$ cat config.mk
export PLATFORM = sky130hd
export DESIGN_NAME = memwrite_checker_exp_table
export DESIGN_NICKNAME = d
export VERILOG_FILES = /design/src/rtl/memwrite_checker_exp_table.sv
export SDC_FILE = /design/constraint.sdc
export NUM_CORES = 1
export LEC_CHECK = 0
export ABC_AREA = 1
export CORE_ASPECT_RATIO = 1.1
export CORE_MARGIN = 8
export CORE_UTILIZATION = 34
export DETAILED_ROUTE_END_ITERATION = 16
export PLACE_DENSITY = 0.55
export SYNTH_ARGS = -nofsm -noshare
export SYNTH_HDL_FRONTEND = slang
export SYNTH_SLANG_ARGS = --single-unit
$ cat constraint.sdc
create_clock -name clk -period 8.35 [get_ports clk]
set_input_delay 2.0875 -clock clk [delete_from_list [all_inputs] [get_ports clk]]
set_output_delay 2.0875 -clock clk [all_outputs]
set_load 0.02 [all_outputs]
$ cat src/rtl/memwrite_checker_exp_table.sv
// rtl/memwrite_checker_exp_table.sv - expected (address, data) register file, sync write / async read
module memwrite_checker_exp_table #(
    parameter int WIDTH = 32,
    parameter int DEPTH = 8,
    parameter int IW    = 3
) (
    input  logic             clk,
    input  logic             we,
    input  logic [IW-1:0]    widx,
    input  logic [WIDTH-1:0] wadr,
    input  logic [WIDTH-1:0] wdata,
    input  logic [IW-1:0]    ridx,
    output logic [WIDTH-1:0] radr,
    output logic [WIDTH-1:0] rdata
);

    logic [2*WIDTH-1:0] mem_q [DEPTH];

    // Table contents survive reset so a run can be restarted without reloading.
    always_ff @(posedge clk) begin
        if (we && (int'(widx) < DEPTH)) begin
            mem_q[widx] <= {wadr, wdata};
        end
    end

    assign {radr, rdata} = (int'(ridx) < DEPTH) ? mem_q[ridx] : '0;

endmodule

==> metrics.yaml, run 1 <==
power.share.clock_pct: 38.3
syn-num-nets: 2302
avgViaCountPerCell: 4.43
power.density_mw_per_mm2: 213
cts_resized: 0
area_growth_pct: 16.3
via_count: 14345
postCtsHoldBufs: 0
finalSetupViolCount: 0
die_w_um: 261
io_buffers: 135
seqPwrFrac_pct: 53.0
synth_top_area_share_pct: 68.7
antenna_found_initial: 5
max-cap-violations: 0
routedWlPerCell_um: 16.6
max_freq_mhz: 145
grt_pass1_wl_mm: 81.8
multi_input_area_mm2: 0.00452
synth_top_area_cell: "edfxtp_1"
tns_ns: 0
fillers: 6181
core_mm2: 0.0651
firstDrtPassIters: 5
synth_seq_area_share_pct: 68.7
clkTransAtPathRegs_ns: 0.06
drcViolationCount: 0
cts_buffers: 51
finalPower_uw: 5540
drive_above_1_share_pct: 4.16
reg_top3: "mem_q (512)"
place_congestion: 0.716
largest_register_ff_count: 512
yosys_warnings: 0
grt_usage_pct: 14.2
whs_ns: 2.25
ios: 136
hold_violations: 0
synth_area_per_cell_um2: 10.0
layout_min_cycle_time_ns: 6.88
ant_nets: 0
clock_sinks: 512
power.internal_uw: 4300
leakage_uw: 0.0116
status: "complete, no violations"
drt_iter0_drc: 774
finalNetCount: 2418
dp_hpwl_mm: 27.6
largest_register: "mem_q"
dp_slack_ns: 1.48
switching_share_pct: 22.4
power_frac_comb_pct: 8.7
cts_root_buffer: "clkbuf_16"
worst_slew_pin_slew_ns: 0.970
drt-total-wl_mm: 53.7
rsz0062_at_grt: "no"
clockBufferDepth: 3
place_inst: 3143
start_util_pct: 34.4
report.final.slew_viol_count: 0
die_h_um: 285
irDropWorstVdd_uv: 133
synth_area_leaders: "edfxtp_1 69%, nand2_1 14%, inv_1 8.7%, nand3_1 5.7%, buf_2 1.2%"
regArea_mm2: 0.0154
setup_ws_ns: 1.47
finalNonFillerCells: 3235
crit_path_end_kind: "output pin"
path_max_fanout: 132
grt_max_degree: 168
synth_cell_type_count: 11
cts_setup_buffers: 0
cp.required_ns: 6.26
row_count: 98
min_path_type: "input pin to register"
ys_ff_latch: 512
overflow: 0
synth_area_mm2: 0.0224
switchingPower_uw: 1240
dieArea_mm2: 0.0743
startpoint_type: "input pin"
grt_pass1_vias: 13995
cts_tree: "yes"
syn_inst: 2230
maxSlewHeadroom_pct: 35.2
crit_type: "input pin to output pin"
cp.arrival_ns: 4.79
period_share_pct: 82.4
htreeDepth: 2
==> final cells by class <==
type                            instances  share of cell area, %
Antenna cell                            3                 0.0288
Clock buffer                           71                   5.36
Clock inverter                         18                  0.490
Inverter                              518                   7.50
Multi-Input combinational cell       1102                   17.4
Sequential cell                       512                   59.1
Tap cell                              850                   4.09
Timing Repair Buffer                  161                   6.11
==> power groups by stage <==
stage	clock [uW]	combinational (uW)	sequential (uW)
2_1_floorplan	0	275	2990
3_3_place_gp	0	485	2990
3_5_place_dp	0	491	2990
4_1_cts	2180	493	2930
5_1_grt	2280	538	2940
6_report	2120	483	2930
==> cells in the mapped netlist <==
library cell	count
clkbuf_1	9
nor2_1	8
buf_1	4
nand3_1	256
inv_1	516
edfxtp_1	512
buf_2	54
buf_4	18
inv_2	2
nand2_1	838
buf_6	13
==> per-layer routing <==
metal,vias up,track usage [%],share of wire (%)
li1,7135,-,-
met4,4,4.09,2.1
met1,6853,18.4,44
met5,-,0,0.043
met3,73,2.54,5.0
met2,280,24.3,48
==> layout by cell type, fill, tap and decap left out <==
master	n
buf_2	1
nand2_1	838
buf_4	23
clkinvlp_4	1
inv_1	515
clkinv_2	3
clkdlybuf4s50_1	132
bufinv_16	2
edfxtp_1	512
inv_6	1
clkbuf_16	53
nor2_4	8
inv_2	1
nand3_1	256
clkinv_1	12
diode_2	3
buf_12	4
inv_4	1
buf_6	1
clkbuf_1	18
==> through the flow <==
step / instance area, um2 / utilization, %
final: 26000 / 40.0
after detailed placement: 24500 / 37.6
after floorplan: 22400 / -
after CTS: 26000 / 40.0
after global routing: 26000 / 40.0
after global placement: 24500 / 37.6
==> worst max-delay path: stages <==
cell and delay [ns]:
buf_6 0.59, inv_6 0.42, buf_12 0.35, nand2_1 0.17
nand3_1 0.09, nand2_1 0.11, nand2_1 0.05, nand2_1 0.13
clkdlybuf4s50_1 0.61
==> kinds of logic after synthesis <==
logic type    synth area share [%]
simple gates                  19.9
buf+inv                       11.4
flops                         68.7
==> path summary, 6_finish.rpt <==
path      endpoint  startpoint  depth (start not counted)
max       rdata[3]     ridx[0]                          9
min   mem_q[5][32]     wadr[0]                          1
Note: power is estimated with default switching activity, not from simulation.
==> run 2, diff against run 1 <==
--- a/config.mk
+++ b/config.mk
@@ -10,7 +10,7 @@
 export CORE_MARGIN = 8
 export CORE_UTILIZATION = 34
 export DETAILED_ROUTE_END_ITERATION = 16
-export PLACE_DENSITY = 0.55
+export PLACE_DENSITY = 0.56
 export SYNTH_ARGS = -nofsm -noshare
 export SYNTH_HDL_FRONTEND = slang
 export SYNTH_SLANG_ARGS = --single-unit
==> constraint.sdc (replaced) <==
create_clock -name clk -period 5.5 [get_ports clk]
set_input_delay 1.375 -clock clk [delete_from_list [all_inputs] [get_ports clk]]
set_output_delay 1.375 -clock clk [all_outputs]
set_load 0.02 [all_outputs]
==> run 2 against run 1 <==
Effect of this change:
- first-iteration DRC count increased by 23%
- critical path depth unchanged
- via count decreased by 0.28%
- largest cell class unchanged
- cell count increased by 0.22%
- setup slack got worse by 0.80 ns
- non-clock buffer count increased by 1
- largest power group unchanged
- sequential power increased by 52%
- power increased by 54%
- hold slack got worse by 0.73 ns
- clock-buffer cell count decreased by 1
- sequential cell count unchanged
==> metrics.yaml, run 2 (synthesized netlist as in run 1, its figures left out) <==
clock_sinks: 512
place_congestion: 0.740
rsz0062_at_grt: "no"
drt_iter0_drc: 955
layout_min_cycle_time_ns: 4.82
final_util_pct: 40.3
drt-total-wl_mm: 53.4
reg_top3: "mem_q (512)"
cts_root_buffer: "clkbuf_16"
grt_max_degree: 109
core_mm2: 0.0651
ios: 136
max-cap-violations: 0
period_share_pct: 87.7
most-common-layout-cells: "838 x nand2_1, 515 x inv_1, 512 x edfxtp_1"
worst_slew_pin_slew_ns: 0.838
start_util_pct: 34.4
min_path_type: "input pin to register"
clkTransAtPathRegs_ns: 0.06
cts_setup_buffers: 0
irDropWorstVdd_uv: 209
crit_type: "input pin to output pin"
clockBufferDepth: 3
leakage_uw: 0.0116
die_h_um: 285
dieArea_mm2: 0.0743
startpoint_type: "input pin"
area_growth_pct: 17.2
fillers: 6102
status: "complete, no violations"
slowest_delay_ns: 0.54
maxSlewHeadroom_pct: 44.0
cp_common_cell: "nand2_1"
htreeDepth: 2
cp.required_ns: 4.12
multi_input_area_mm2: 0.00452
grt_pass1_wl_mm: 83.5
row_count: 98
avgViaCountPerCell: 4.41
routedWlPerCell_um: 16.5
cp.arrival_ns: 3.45
largest_register_ff_count: 512
report.final.slew_viol_count: 0
regArea_mm2: 0.0154
cts_tree: "yes"
cp_top_family: "buffers and inverters"
cts_resized: 0
drive_above_1_share_pct: 4.44
path_max_fanout: 63
worst-path-buf-inv: 4
overflow: 0
power.density_mw_per_mm2: 324
tns_ns: 0
finalPower_uw: 8510
io_buffers: 135
largest_register: "mem_q"
postCtsHoldBufs: 0
antenna_found_initial: 7
firstDrtPassIters: 4
ant_nets: 0
crit_path_end_kind: "output pin"
layout_commonest_cell: "nand2_1"
whs_ns: 1.52
cts_buffers: 51
max_freq_mhz: 207
dp_hpwl_mm: 28.3
via_count: 14305
drcViolationCount: 0
dp_slack_ns: 0.639
path_cells: "buf_6, inv_6, buf_4, nand2_1, nand3_1, nand2_1, nand2_1, nand2_1, clkdlybuf4s50_1"
die_w_um: 261
hold_violations: 0
grt_usage_pct: 14.5
setup_ws_ns: 0.676
grt_pass1_vias: 14395
crit_slowest_cell: "clkdlybuf4s50_1"
finalNetCount: 2419
finalSetupViolCount: 0
-- run 2: worst paths after layout --
kind / from / endpoint / slack [ns] / depth (start not counted)
setup / recovery: ridx[0] / radr[22] / 0.68 / 9
hold / removal: wdata[4] / mem_q[7][4] / 1.52 / 1
-- run 2: metal layers --
metal / routed length (um) / GRT usage, % / vias to the layer above
met5: 36 / 0 / -
met4: 1260 / 4.12 / 6
met3: 2530 / 2.79 / 81
met2: 26100 / 25.3 / 281
met1: 23500 / 18.1 / 6787
li1: - / - / 7150
-- run 2: cell type report --
| cell class | count | share of cell area (%) |
|---|---|---|
| repair buffers | 162 | 6.57 |
| inverters | 518 | 7.44 |
| multi-input cells | 1102 | 17.2 |
| clock buffers | 70 | 5.30 |
| well taps | 850 | 4.06 |
| diodes | 5 | 0.0477 |
| flip-flops and latches | 512 | 58.6 |
| clock inverters | 23 | 0.711 |
-- run 2: report_power, final --
group | switching (uW) | internal (uW) | total, uW
clock network | 1410 | 1900 | 3310
registers | 26.6 | 4430 | 4450
logic | 481 | 261 | 741
-- run 2: through the flow --
| stage | instances | cell area [um2] |
|---|---|---|
| global route | 3240 | 26200 |
| global placement | 3144 | 24600 |
| finish | 3242 | 26200 |
| CTS | 3237 | 26200 |
| floorplan | 2230 | 22400 |
| detailed placement | 3144 | 24600 |
==> run 3, diff against run 2 <==
--- a/config.mk
+++ b/config.mk
@@ -6,6 +6,7 @@
 export NUM_CORES = 1
 export LEC_CHECK = 0
 export ABC_AREA = 1
+export CAP_MARGIN = 15
 export CORE_ASPECT_RATIO = 1.1
 export CORE_MARGIN = 8
 export CORE_UTILIZATION = 34
==> results of run 3 <==
Final layout, timing and power as in run 2 (identical DEF).
